## src/rtl/irq_ctrl_pkg.sv

```systemverilog
// Shared register offsets, FSM encoding and widths for the interrupt controller.
package irq_ctrl_pkg;

  localparam int unsigned ADDR_W = 4;

  localparam logic [ADDR_W-1:0] REG_ENABLE    = 4'h0;
  localparam logic [ADDR_W-1:0] REG_PENDING   = 4'h4;
  localparam logic [ADDR_W-1:0] REG_INSERVICE = 4'h8;

  typedef enum logic [1:0] {
    IDLE    = 2'd0,
    NOTIFY  = 2'd1,
    SERVICE = 2'd2
  } irq_state_e;

endpackage

```

## src/rtl/irq_gateway.sv

```systemverilog
// Per-source gateway: latches one pending request until it is claimed.
// IRQ_EDGE_EN selects synchronized edge detection instead of level capture.
module irq_gateway (
  input  logic clk,
  input  logic rst_n,
  input  logic src,
  input  logic in_service,
  input  logic claim,
  output logic pending
);

  logic set_c;

`ifdef IRQ_EDGE_EN
  logic [2:0] sync_q;
  logic       unused_c;

  // Two synchronizer flops plus one history flop for rising-edge detection.
  always_ff @(posedge clk or negedge rst_n) begin
    if (!rst_n) begin
      sync_q <= 3'b000;
    end else begin
      sync_q <= {sync_q[1:0], src};
    end
  end

  assign set_c    = sync_q[1] & ~sync_q[2];
  assign unused_c = in_service;
`else
  // A level source is ignored while it is being serviced, so it re-pends only after completion.
  assign set_c = src & ~in_service;
`endif

  // Claim beats a coincident set so a request is never serviced twice.
  always_ff @(posedge clk or negedge rst_n) begin
    if (!rst_n) begin
      pending <= 1'b0;
    end else if (claim) begin
      pending <= 1'b0;
    end else if (set_c) begin
      pending <= 1'b1;
    end
  end

endmodule

```

## src/rtl/irq_ctrl.sv

```systemverilog
// Fixed-priority interrupt controller with claim/complete handshake (source 0 highest).
// Define IRQ_EDGE_EN for edge-triggered, synchronized sources.
module irq_ctrl
  import irq_ctrl_pkg::*;
#(
  parameter int unsigned NUM_SRC  = 4,
  parameter int unsigned ID_W     = 2,
  parameter int unsigned WIDTH_DA = 32
) (
  input  logic                S_AXI_ACLK,
  input  logic                S_AXI_ARESETN,
  input  logic [NUM_SRC-1:0]  irq_src_i,
  input  logic                cfg_wr_i,
  input  logic                cfg_rd_i,
  input  logic [ADDR_W-1:0]   cfg_addr_i,
  input  logic [WIDTH_DA-1:0] cfg_wdata_i,
  output logic [WIDTH_DA-1:0] cfg_rdata_o,
  output logic                cfg_rvalid_o,
  output logic                irq_o,
  output logic [ID_W-1:0]     irq_id_o,
  input  logic                claim_i,
  input  logic                complete_i,
  input  logic [ID_W-1:0]     complete_id_i
);

  irq_state_e         state_q;
  logic [NUM_SRC-1:0] enable_q;
  logic [NUM_SRC-1:0] in_service_q;
  logic [NUM_SRC-1:0] pending;
  logic [NUM_SRC-1:0] claim_vec_c;
  logic [NUM_SRC-1:0] req_c;
  logic               any_c;
  logic [ID_W-1:0]    win_c;
  logic [WIDTH_DA-1:0] rdata_c;
  logic               unused_c;

  assign unused_c = ^cfg_wdata_i[WIDTH_DA-1:NUM_SRC];

  for (genvar g = 0; g < NUM_SRC; g++) begin : g_gw
    irq_gateway u_gw (
      .clk        (S_AXI_ACLK),
      .rst_n      (S_AXI_ARESETN),
      .src        (irq_src_i[g]),
      .in_service (in_service_q[g]),
      .claim      (claim_vec_c[g]),
      .pending    (pending[g])
    );
  end

  assign req_c       = pending & enable_q;
  assign claim_vec_c = (state_q == NOTIFY && claim_i) ? (NUM_SRC'(1) << irq_id_o) : '0;

  // Lowest enabled pending index wins; scan from the top so index 0 is applied last.
  always_comb begin
    any_c = 1'b0;
    win_c = '0;
    for (int i = NUM_SRC - 1; i >= 0; i--) begin
      if (req_c[i]) begin
        any_c = 1'b1;
        win_c = ID_W'(i);
      end
    end
  end

  always_comb begin
    rdata_c = '0;
    case (cfg_addr_i)
      REG_ENABLE:    rdata_c = WIDTH_DA'(enable_q);
      REG_PENDING:   rdata_c = WIDTH_DA'(pending);
      REG_INSERVICE: rdata_c = WIDTH_DA'(in_service_q);
      default:       rdata_c = '0;
    endcase
  end

  // Register port: read data reflects pre-write state when write and read coincide.
  always_ff @(posedge S_AXI_ACLK or negedge S_AXI_ARESETN) begin
    if (!S_AXI_ARESETN) begin
      enable_q     <= '0;
      cfg_rdata_o  <= '0;
      cfg_rvalid_o <= 1'b0;
    end else begin
      cfg_rvalid_o <= cfg_rd_i;
      if (cfg_rd_i) begin
        cfg_rdata_o <= rdata_c;
      end
      if (cfg_wr_i && cfg_addr_i == REG_ENABLE) begin
        enable_q <= cfg_wdata_i[NUM_SRC-1:0];
      end
    end
  end

  // Handshake FSM; irq_id_o doubles as the in-service ID while in SERVICE.
  always_ff @(posedge S_AXI_ACLK or negedge S_AXI_ARESETN) begin
    if (!S_AXI_ARESETN) begin
      state_q      <= IDLE;
      irq_o        <= 1'b0;
      irq_id_o     <= '0;
      in_service_q <= '0;
    end else begin
      case (state_q)
        IDLE: begin
          irq_o <= 1'b0;
          if (any_c) begin
            state_q  <= NOTIFY;
            irq_o    <= 1'b1;
            irq_id_o <= win_c;
          end
        end
        NOTIFY: begin
          if (claim_i) begin
            state_q      <= SERVICE;
            irq_o        <= 1'b0;
            in_service_q <= claim_vec_c;
          end else if (!any_c) begin
            state_q <= IDLE;
            irq_o   <= 1'b0;
          end else begin
            irq_id_o <= win_c;
          end
        end
        SERVICE: begin
          irq_o <= 1'b0;
          if (complete_i && complete_id_i == irq_id_o) begin
            state_q      <= IDLE;
            in_service_q <= '0;
          end
        end
        default: begin
          state_q <= IDLE;
          irq_o   <= 1'b0;
        end
      endcase
    end
  end

endmodule

```

## config.mk

```make
export PLATFORM = sky130hd
export DESIGN_NAME = irq_ctrl
export DESIGN_NICKNAME = d
export VERILOG_FILES = /design/src/rtl/irq_ctrl_pkg.sv /design/src/rtl/irq_gateway.sv /design/src/rtl/irq_ctrl.sv
export SDC_FILE = /design/constraint.sdc
export NUM_CORES = 1
export LEC_CHECK = 0
export BUFFER_PORTS_ARGS = -buffer_cell sky130_fd_sc_hd__clkbuf_2
export CAP_MARGIN = 20
export CORE_MARGIN = 4
export CORE_UTILIZATION = 45
export DETAILED_ROUTE_END_ITERATION = 7
export PLACE_DENSITY = 0.85
export SYNTH_ARGS = -nofsm -noshare
export SYNTH_HDL_FRONTEND = slang
export SYNTH_SLANG_ARGS = --single-unit
```

## constraint.sdc

```tcl
create_clock -name S_AXI_ACLK -period 2.8 [get_ports S_AXI_ACLK]
set_input_delay 0.14 -clock S_AXI_ACLK [delete_from_list [all_inputs] [get_ports S_AXI_ACLK]]
set_output_delay 0.14 -clock S_AXI_ACLK [all_outputs]
set_load 0.01 [all_outputs]
```

### Word-level counts from Yosys, hierarchy flattened

Index checks and enable logic that the tools add are counted.

* bits in registers: 50
* bits of input ports: 48
* output and inout bits: 36
* logic and storage cells: 78

* equality and inequality tests: 10
* shifts and indexed selects: 1
* muxes and demuxes: 33
* bitwise gates (word level): 9
* reduce and logical (&&, ||, !) cells: 14

Operators by type and width (number)
* $mux W2: 10
* $mux W1: 15
* $mux W4: 3
* $pmux W4 S3: 1
* $reduce_bool A2 Y1: 6
* $ne A2 B2 Y1 const B: 4
* $pmux W4 S2: 1
* $pmux W2 S3: 1
* $reduce_and A3 Y1: 2
* $and A1 B1 Y1: 4
* $and A4 B4 Y4: 1
* $eq A4 B3 Y1 const B: 1
* $eq A4 B4 Y1 const B: 1
* $logic_not A4 Y1: 1
* $not A1 Y1: 4
* $pmux W2 S2: 1
* $shl A1 B2 Y4 const A: 1
* $logic_and A1 B1 Y1: 3
* $ne A3 B3 Y1 const B: 1
* $eq A2 B1 Y1 const B: 1
* $eq A2 B2 Y1: 1
* $eq A2 B2 Y1 const B: 1
* $logic_not A2 Y1: 1
* $pmux W1 S2: 1
* $reduce_and A2 Y1: 1

### Depth between registers and ports, before layout

Gate-level depths: netlist of the first run.

* depth after elaboration: 8
* mapped depth: 5
* depth with buffers taken out: 4

### Cells and area by module

A second synthesis of the first run with hierarchy kept.

* cells, all modules: 120
* area total of the unflattened synthesis: 1275.0 um^2

By module, submodules not included
* irq_ctrl: times used 1, cells each 104, area an instance 1099.8 um^2, seq. area each 450.4 um^2
* irq_gateway: times used 4, cells each 4, area an instance 43.8 um^2, seq. area each 25.0 um^2

### Worst setup path before layout of the first run

Ideal clock, no wire load.

* path kind: reg-to-reg
* start: reg irq_id_o[0]
* end: reg in_service_q[3]
* library setup time: 0.122 ns
* data arrival time: 1.198 ns
* required time: 2.678 ns
* slack: 1.480 ns
* stages on the path, launching flop included: 6
* buffers on the path: 1
* clock period less this slack: 1.320 ns
* cell sequence: dfrtp_1 buf_4 xnor2_1 and3_4 a31oi_4 a32o_1

* cells in the longest elaborated chain, start to end: 4
* elaborated cells between the ends (all ways): 8
* classes of those cells: eq/ne (2); shift (1); mux (3); reduce/logical (2)

Ends and longest elaborated chain
* from (decl): RTL line irq_ctrl.sv:20 `output logic [ID_W-1:0] irq_id_o,`
* from (signal assigned): RTL line irq_ctrl.sv:106 `irq_id_o <= win_c;`
* from (signal assigned): RTL line irq_ctrl.sv:118 `irq_id_o <= win_c;`
* $shl A1 B2 Y4 / $eq A2 B2 Y1 (equally long branches): RTL line irq_ctrl.sv:51, irq_ctrl.sv:123
* $mux W4 / $logic_and A1 B1 Y1 (equally long branches): RTL line irq_ctrl.sv:51, irq_ctrl.sv:123
* $mux W4 / $ne A2 B2 Y1 (equally long branches)
* $pmux W4 S2 / $reduce_and A3 Y1 (equally long branches)
* to (signal assigned): RTL line irq_ctrl.sv:113 `in_service_q <= claim_vec_c;`
* to (decl): RTL line irq_ctrl.sv:28 `logic [NUM_SRC-1:0] in_service_q;`

Several ways; a longest one is shown, not always the timed one. The select of a mux whose other input is x is not followed.
A chain may end at the register's enable or synchronous reset.

### Final worst setup path of the first run

* start: reg state_q[1]
* end: reg irq_id_o[0]

* cells in the longest elaborated chain, start to end: 3
* elaborated cells between the ends (all ways): 6
* classes of those cells: eq/ne (2); mux (1); reduce/logical (3)

Ends and longest elaborated chain
* from (decl): RTL line irq_ctrl.sv:26 `irq_state_e state_q;`
* from (signal assigned): RTL line irq_ctrl.sv:95 `state_q <= IDLE;`
* from (signal assigned): RTL line irq_ctrl.sv:104 `state_q <= NOTIFY;`
* from (signal assigned): RTL line irq_ctrl.sv:111 `state_q <= SERVICE;`
* $eq A2 B1 Y1 / $logic_not A2 Y1 (equally long branches): RTL line irq_ctrl.sv:100 `case (state_q)`
* $ne A2 B2 Y1 (no line) / $reduce_bool A2 Y1 (equally long branches)
* $reduce_and A2 Y1 (no line)

Several ways; a longest one is shown, not always the timed one.

==> results of run 1 <==
## layout make-up
cell class                      instances  area, sq um
Sequential cell                        22        550.5
Tap cell                               31        38.79
Inverter                               10        37.54
Timing Repair Buffer                   29        155.1
Fill cell                             263         1344
Multi-Input combinational cell         86        571.8
Clock buffer                            4        36.28
## sequential cells by signal (all words and copies together) (netlist names)
name               flops
g_gw.u_gw.pending      4
state_q                2
enable_q               4
irq_o                  1
in_service_q           4
cfg_rdata_o            4
irq_id_o               2
cfg_rvalid_o           1
## critical path, cell delays in order (launching register included)
cell     delay (ns)
dfrtp_1        0.47
a21oi_1        0.22
nor2b_1        0.22
mux2_2         0.35
## metrics by stage
step,hold WS [ns],instances
after floorplan,-0.1556,148
after global placement,0.1283,176
after detailed placement,0.1444,176
after CTS,0.05116,182
after global routing,0.04438,182
final,0.06050,182
## cells in the final DEF (no fill, tap or decap), types with 2 or more instances in the layout
cell type and n:
conb_1 28, clkbuf_2 27, dfrtp_1 22, inv_1 10, a21oi_1 10, nor2_1 5
mux2_2 5, a32oi_1 5, nand2_1 4, o22ai_1 4, mux2_4 4, nor3_1 3
a22o_1 3, clkbuf_4 3, xnor2_1 2, a21o_1 2, dlygate4sd3_1 2
## final timing paths
| check | from | cells after the start | to | slack (ns) |
|---|---|---|---|---|
| setup / recovery | state_q[1] | 3 | irq_id_o[0] | 1.45 |
| hold / removal | cfg_wdata_i[2] | 2 | enable_q[2] | 0.06 |
| setup reg to reg | state_q[1] | 3 | irq_id_o[0] | 1.45 |
| hold reg to reg | in_service_q[2] | 1 | in_service_q[2] | 0.53 |
| max in group asynchronous | S_AXI_ARESETN | 2 | cfg_rdata_o[2] | 2.11 |
| min in group asynchronous | S_AXI_ARESETN | 2 | irq_id_o[0] | 0.33 |
## layer usage
| metal | track usage | share of wire |
|---|---|---|
| met1 | 0.1579 | 0.38 |
| met3 | 0.04193 | 0.091 |
| met2 | 0.2432 | 0.52 |
| met4 | 0.03636 | 0.0069 |
| met5 | 0 | 0 |
## where the power goes
group / internal [mW] / leakage, nW / switching [mW]
Sequential: 0.409 / 0.268 / 0.111
Combinational: 0.175 / 0.418 / 0.174
Clock: 0.0794 / 0.0210 / 0.0941
## repair_timing
action | CTS | global route
resized for setup | 0 | 0
hold buffers | 2 | 0
endpoints found under the hold margin | 23 | 0
## cell families (layout without fill, tap and decap cells)
family,after synthesis,count (layout),synth area share
other,1,28,0.002927
AOI/OAI and AO/OA,29,29,0.1641
and+or+nand+nor,18,18,0.09570
DFF,22,22,0.4297
buffers and inverters,40,43,0.2031
muxes,9,9,0.09082
xor gates and xnor gates,2,2,0.01367
==> flow_summary.ini, run 1 <==
[outcome]
outcome = finished clean

[global_route]
antenna_found_initial = 0
grt_pass1_wl_microns = 3767
grt_overflow = 0
grt_max_degree = 23
first_global_vias = 883
grt_use_total = 0.1361

[synthesis]
synth_edf_count = 0
synthArstFlopShare = 1.000
synth_seq_cells = 22
post-synth-top-count-cell = buf_4
yosys.area.top_type_share = 0.4297
ys.flop_type = dfrtp_1
yosysSeqAreaShare = 0.4297
synth.avg_cell_area_sq_um = 10.59
yosysUniqueCellTypes = 27
syn_area_sq_um = 1281
syn-instance-count = 121
synth_area_leaders = dfrtp_1 (43%), buf_4 (17%), mux2_4 (4.7%)
yosys.area.top_type = dfrtp_1
ys_warn_count = 0
synth_common_cells = buf_4 (29), dfrtp_1 (22), a21oi_1 (10), inv_1 (10)

[placed_design]
dp_hpwl_microns = 1988
place_area_sq_um = 1334
pre_cts_slack_ns = 1.461
io_buffers = 27
routabilityCongestion = 0.8281

[drt]
vias = 889
dr.pass1.iters = 4
wl_per_cell_microns = 13.54
ant_nets = 0
drcViolationCount = 0
via_per_inst = 4.885
wirelength_microns = 2464
drt_iter0_drc = 13

[floorplan]
dieArea_sq_um = 3765
num_rows = 19
pin_count = 84
die_y_microns = 61.36
start_util = 0.4686
core_sq_um = 2734
die_w_microns = 61.36

[critical_path]
cp_max_fo = 6
required_ns = 3.01
endpoint_kind = flop
critPathKind = flop to flop
crit_arrival_ns = 1.56
start_kind = flop

[sta]
max_freq_mhz = 740.2
finalHoldViolCount = 0
maxSlewHeadroom = 0.6424
min_period_ns = 1.351
fin_crit_sh = 0.4825
worst_slack_ns = 1.449
tns_ns = 0
worst_slew_pin_slew_ns = 0.5364
slew_viol_final = 0
setup_viol = 0
skew_ns = 0.002728
grt_setup_unrepaired = false

[cts]
cts_sinks = 22
clock-root-buffer = clkbuf_4
cts_buffers = 3
cts_tree = done
insertion_delay_ns = 0.31
cts_setup_buffers = 0
htree_levels = 1
clock_path_buffers = 2
clk_pin_slew_ns = 0.12

[power]
p_per_area_nw_per_um2 = 749.7
finalPower_mw = 1.042
irDropWorstVdd_v = 0.0007150
p_leak_nw = 0.7066

[finish]
fin_area_sq_um = 1390
drive_gt1_frac = 0.2980
area_growth_pct = 8.496
final_net_count = 200
diodes = 0
fin_util = 0.5085

[flow_run]
maxCapViolCount = 0

[min_path]
hp-class = primary input to flop
No activity file was read; power rests on OpenSTA's default activity.
==> run 2, diff against run 1 <==
--- a/config.mk
+++ b/config.mk
@@ -8,9 +8,9 @@
 export BUFFER_PORTS_ARGS = -buffer_cell sky130_fd_sc_hd__clkbuf_2
 export CAP_MARGIN = 20
 export CORE_MARGIN = 4
-export CORE_UTILIZATION = 45
+export CORE_UTILIZATION = 38
 export DETAILED_ROUTE_END_ITERATION = 7
-export PLACE_DENSITY = 0.85
+export PLACE_DENSITY = 0.76
 export SYNTH_ARGS = -nofsm -noshare
 export SYNTH_HDL_FRONTEND = slang
 export SYNTH_SLANG_ARGS = --single-unit
==> constraint.sdc (replaced) <==
create_clock -name S_AXI_ACLK -period 1.2 [get_ports S_AXI_ACLK]
set_input_delay 0.06 -clock S_AXI_ACLK [delete_from_list [all_inputs] [get_ports S_AXI_ACLK]]
set_output_delay 0.06 -clock S_AXI_ACLK [all_outputs]
set_load 0.01 [all_outputs]
==> run 2 against run 1 <==
Compared with the run above:
- the flow now finishes with violations (setup timing)
- flip-flop and latch count unchanged
- cell area up 19%
- critical path type unchanged
- total power rose to 2.7 times the previous value
- critical path depth up 1
==> flow_summary.ini, run 2 (synthesized netlist as in run 1, its figures left out) <==
[outcome]
outcome = complete, but fails checks
violations = setup timing

[placed_design]
pre_cts_slack_ns = -0.08395
dp_hpwl_microns = 2199
io_buffers = 27
routabilityCongestion = 0.8425

[cts]
htree_levels = 1
cts_sinks = 22
clock_path_buffers = 2
insertion_delay_ns = 0.30
cts_tree = done
clock-root-buffer = clkbuf_4
cts_buffers = 3
clk_pin_slew_ns = 0.11

[sta]
max_freq_mhz = 802.9
skew_ns = 0.001136
fin_crit_sh = 1.038
hold_ws_ns = 0.009748
maxSlewHeadroom = 0.6403
worst_slew_pin_slew_ns = 0.5395
tns_ns = -0.04980
worst_slack_ns = -0.04547
min_period_ns = 1.245
slew_viol_final = 0
finalHoldViolCount = 0
setup_viol = 2
grt_setup_unrepaired = true

[power]
p_per_area_nw_per_um2 = 1732
p_leak_nw = 0.8367
irDropWorstVdd_v = 0.001413

[floorplan]
dieArea_sq_um = 4365
core_sq_um = 3128
pin_count = 84
num_rows = 20
start_util = 0.4096
die_w_microns = 66.07
die_y_microns = 66.07

[min_path]
hp-class = primary input to flop
holdCritStartpoint = irq_src_i[0]
hold_path_depth = 3
holdPathEnd = g_gw[0].u_gw.pending

[critical_path]
critPathKind = flop to flop
cp.depth = 4
start_kind = flop
cp_max_fo = 2
crit_family = flip-flops
cp_cell_sequence = a22o_1, nor2_2, nor2b_2, mux2_2
crit_arrival_ns = 1.44
reg2regPathDepth = 4
slowest_stage = dfrtp_1
reg2reg_from = g_gw[1].u_gw.pending
endpoint_kind = flop
r2r_setup_slack_ns = -0.05
rr_endpoint = irq_id_o[0]
required_ns = 1.40
crit_buf_inv = 0
max_stage_delay_ns = 0.40

[drt]
wl_per_cell_microns = 12.58
vias = 986
via_per_inst = 4.502
dr.pass1.iters = 4
ant_nets = 0
drt_iter0_drc = 26
wirelength_microns = 2756
drcViolationCount = 0

[flow_run]
maxCapViolCount = 0

[global_route]
antenna_found_initial = 0
grt_use_total = 0.1344
grt_max_degree = 23
first_global_vias = 1003
grt_overflow = 0
grt_pass1_wl_microns = 4491

[finish]
final_cell_mix = conb_1 (28), clkbuf_2 (27), dfrtp_1 (22), buf_4 (19)
final_common_cell = conb_1
diodes = 0
drive_gt1_frac = 0.4286
final_net_count = 225
area_growth_pct = 29.10
-- run 2: cell count changes in the layout (fill, tap and decap cells not counted), sizes merged --
cell	previous run	this run
dlygate4sd3	2	7
clkbuf	31	30
buf	0	20
-- run 2: per-layer routing --
metal | GRT usage | vias to the layer above | part of all wire
met5 | 0 | - | 0
met4 | 0.03807 | 0 | 0.013
met3 | 0.03741 | 4 | 0.080
met2 | 0.2290 | 40 | 0.50
met1 | 0.1652 | 466 | 0.41
li1 | - | 476 | -
-- run 2: layout make-up --
cell class                      count  area, sq um
Multi-Input combinational cell     86        629.4
Inverter                           10        37.54
Tap cell                           44        55.05
Sequential cell                    22        550.5
Fill cell                         310         1474
Clock buffer                        3        22.52
Timing Repair Buffer               54        359.1
-- run 2: report_power, final --
part | switching [mW] | total (mW) | internal (mW)
sequential | 0.180 | 1.14 | 0.956
clock | 0.210 | 0.327 | 0.117
combinational | 0.643 | 1.40 | 0.759
total | 1.03 | 2.87 | 1.83
-- run 2: what timing repair did --
action                                  in CTS  in global routing
cloned                                       0                  0
pin swaps                                    2                  6
endpoints found under the hold margin       29                  0
endpoints found under the setup margin       4                 12
buffers inserted                             1                  4
resized for setup                            5                  8
hold buffers                                 7                  0
-- run 2: worst max path at each step --
stage                               from              end  slack, ns
floorplan                    irq_id_o[0]  in_service_q[3]      -0.06
global placement             enable_q[3]      irq_id_o[0]      -0.05
detailed placement           enable_q[3]      irq_id_o[0]      -0.08
CTS                 g_gw[1].u_gw.pending      irq_id_o[0]      -0.06
global route        g_gw[1].u_gw.pending      irq_id_o[0]       -0.1
finish              g_gw[1].u_gw.pending      irq_id_o[0]      -0.05
-- run 2: through the flow --
stage / utilization / instances / power [mW] / instance area (sq um)
final: 0.5288 / 219 / 2.865 / 1654
after global routing: 0.5288 / 219 / 3.075 / 1654
after CTS: 0.5096 / 215 / 2.744 / 1594
after detailed placement: 0.4724 / 204 / 2.329 / 1478
after global placement: 0.4724 / 204 / 2.274 / 1478
after floorplan: - / 148 / 1.929 / 1408
-- run 2: worst register-to-register path: stages, from the launching register on --
cell     delay (ns)
dfrtp_1        0.40
a22o_1         0.27
nor2_2         0.15
nor2b_2        0.06
mux2_2         0.27
==> run 3, diff against run 2 <==
--- a/config.mk
+++ b/config.mk
@@ -7,6 +7,7 @@
 export LEC_CHECK = 0
 export BUFFER_PORTS_ARGS = -buffer_cell sky130_fd_sc_hd__clkbuf_2
 export CAP_MARGIN = 20
+export CORE_ASPECT_RATIO = 1.5
 export CORE_MARGIN = 4
 export CORE_UTILIZATION = 38
 export DETAILED_ROUTE_END_ITERATION = 7
==> run 3 against run 2 <==
Compared with the run above:
- the flow still finishes with violations (setup timing)
- register-to-register slack about the same
- clock skew about the same
- cell area down 2.3%
- final cell count down 5.0%
- maximum frequency down 0.44%
- via count down 0.20%
- critical path depth unchanged
- sequential share of layout area up 0.93 points
==> flow_summary.ini, run 3 (synthesized netlist as in run 1, its figures left out) <==
[global_route]
first_global_vias = 962
grt_pass1_wl_microns = 4491
grt_max_degree = 23
antenna_found_initial = 0
grt_use_total = 0.1331
grt_overflow = 0

[drt]
wl_met3_microns = 183
drcViolationCount = 0
vias = 984
drt_iter0_drc = 37
via_per_inst = 4.731
dr.pass1.iters = 4
drt-met1-wl_microns = 1011
wirelength_microns = 2923
wl_met2_microns = 1658
ant_nets = 0
highest_layer = met4
wl_per_cell_microns = 14.05

[placed_design]
routabilityCongestion = 0.8290
dp_hpwl_microns = 2220
pre_cts_slack_ns = -0.1063
dp_cells = 199
io_buffers = 27
place_area_sq_um = 1465

[critical_path]
reg2regPathDepth = 4
start_kind = flop
reg2reg_from = g_gw[3].u_gw.pending
slowest_stage = dfrtp_1
crit_family = flip-flops
critPathKind = flop to flop
crit_buf_inv = 0
cp_max_fo = 2
rr_endpoint = irq_id_o[0]
cp_cell_sequence = a22o_1, nor2_4, nor2b_4, mux2_2
required_ns = 1.35
endpoint_kind = flop
max_stage_delay_ns = 0.41
r2r_setup_slack_ns = -0.05
crit_arrival_ns = 1.41

[min_path]
hp-class = primary input to flop
holdPathEnd = enable_q[2]
hold_path_depth = 2
holdCritStartpoint = cfg_wdata_i[2]

[sta]
setup_viol = 1
skew_ns = 0.001147
hold_ws_ns = 0.02114
worst_slew_pin_slew_ns = 0.5657
fin_crit_sh = 1.043
max_freq_mhz = 799.3
maxSlewHeadroom = 0.6199
min_period_ns = 1.251
worst_slack_ns = -0.05104
slew_viol_final = 0
tns_ns = -0.05104
grt_setup_unrepaired = true
finalHoldViolCount = 0

[outcome]
violations = setup timing
outcome = complete, but fails checks

[floorplan]
dieArea_sq_um = 4384
die_y_microns = 79.12
start_util = 0.4016
die_w_microns = 55.41
core_sq_um = 3191
pin_count = 84
num_rows = 25

[finish]
area_growth_pct = 26.17
finalNonFillerCells = 208
final_net_count = 218
drive_gt1_frac = 0.4405
final_common_cell = conb_1
final_cell_mix = conb_1 (28), clkbuf_2 (27), dfrtp_1 (20), buf_4 (16)
fin_util = 0.5067
fillCellCount = 306
multi_input_area_sq_um = 636.9
ff_latch_area_sq_um = 553.0
fin_area_sq_um = 1617
diodes = 0

[cts]
clk_pin_slew_ns = 0.08
clock_path_buffers = 2
insertion_delay_ns = 0.26
cts_buffers = 3
clock-root-buffer = clkbuf_8
cts_sinks = 22
cts_tree = done
htree_levels = 1

[power]
finalPower_mw = 3.019
p_per_area_nw_per_um2 = 1867
p_leak_nw = 0.8183
irDropWorstVdd_v = 0.0009528

[flow_run]
maxCapViolCount = 0
-- run 3: power by group --
group,switching (mW),internal [mW],leakage [nW]
logic,0.650,0.748,0.531
registers,0.197,0.964,0.265
clock network,0.235,0.224,0.0216
-- run 3: how the worst max path moves through the flow --
stage,start,to,depth (start not counted)
floorplan,irq_id_o[0],in_service_q[3],5
global placement,enable_q[3],irq_id_o[0],4
detailed placement,state_q[1],irq_id_o[0],3
CTS,g_gw[3].u_gw.pending,irq_id_o[0],4
global route,enable_q[3],irq_id_o[0],4
finish,g_gw[3].u_gw.pending,irq_id_o[0],4
-- run 3: metal layers --
| metal | track usage | vias up |
|---|---|---|
| met5 | 0 | - |
| met4 | 0.07299 | 0 |
| met3 | 0.02764 | 9 |
| met2 | 0.2417 | 42 |
| met1 | 0.1415 | 473 |
| li1 | - | 460 |
-- run 3: cell type report --
class,instances,share of cell area
multi-input cells,86,0.3940
inverters,10,0.02322
well taps,40,0.03096
clock buffers,3,0.02554
flip-flops and latches,22,0.3421
repair buffers,47,0.1842
-- run 3: what timing repair did --
| item | in CTS | in global routing |
|---|---|---|
| gates resized for setup | 5 | 12 |
| hold buffers | 2 | 0 |
| setup buffers | 2 | 2 |
| pin swaps | 2 | 12 |
| endpoints found under the hold margin | 23 | 0 |
| endpoints found under the setup margin | 6 | 12 |
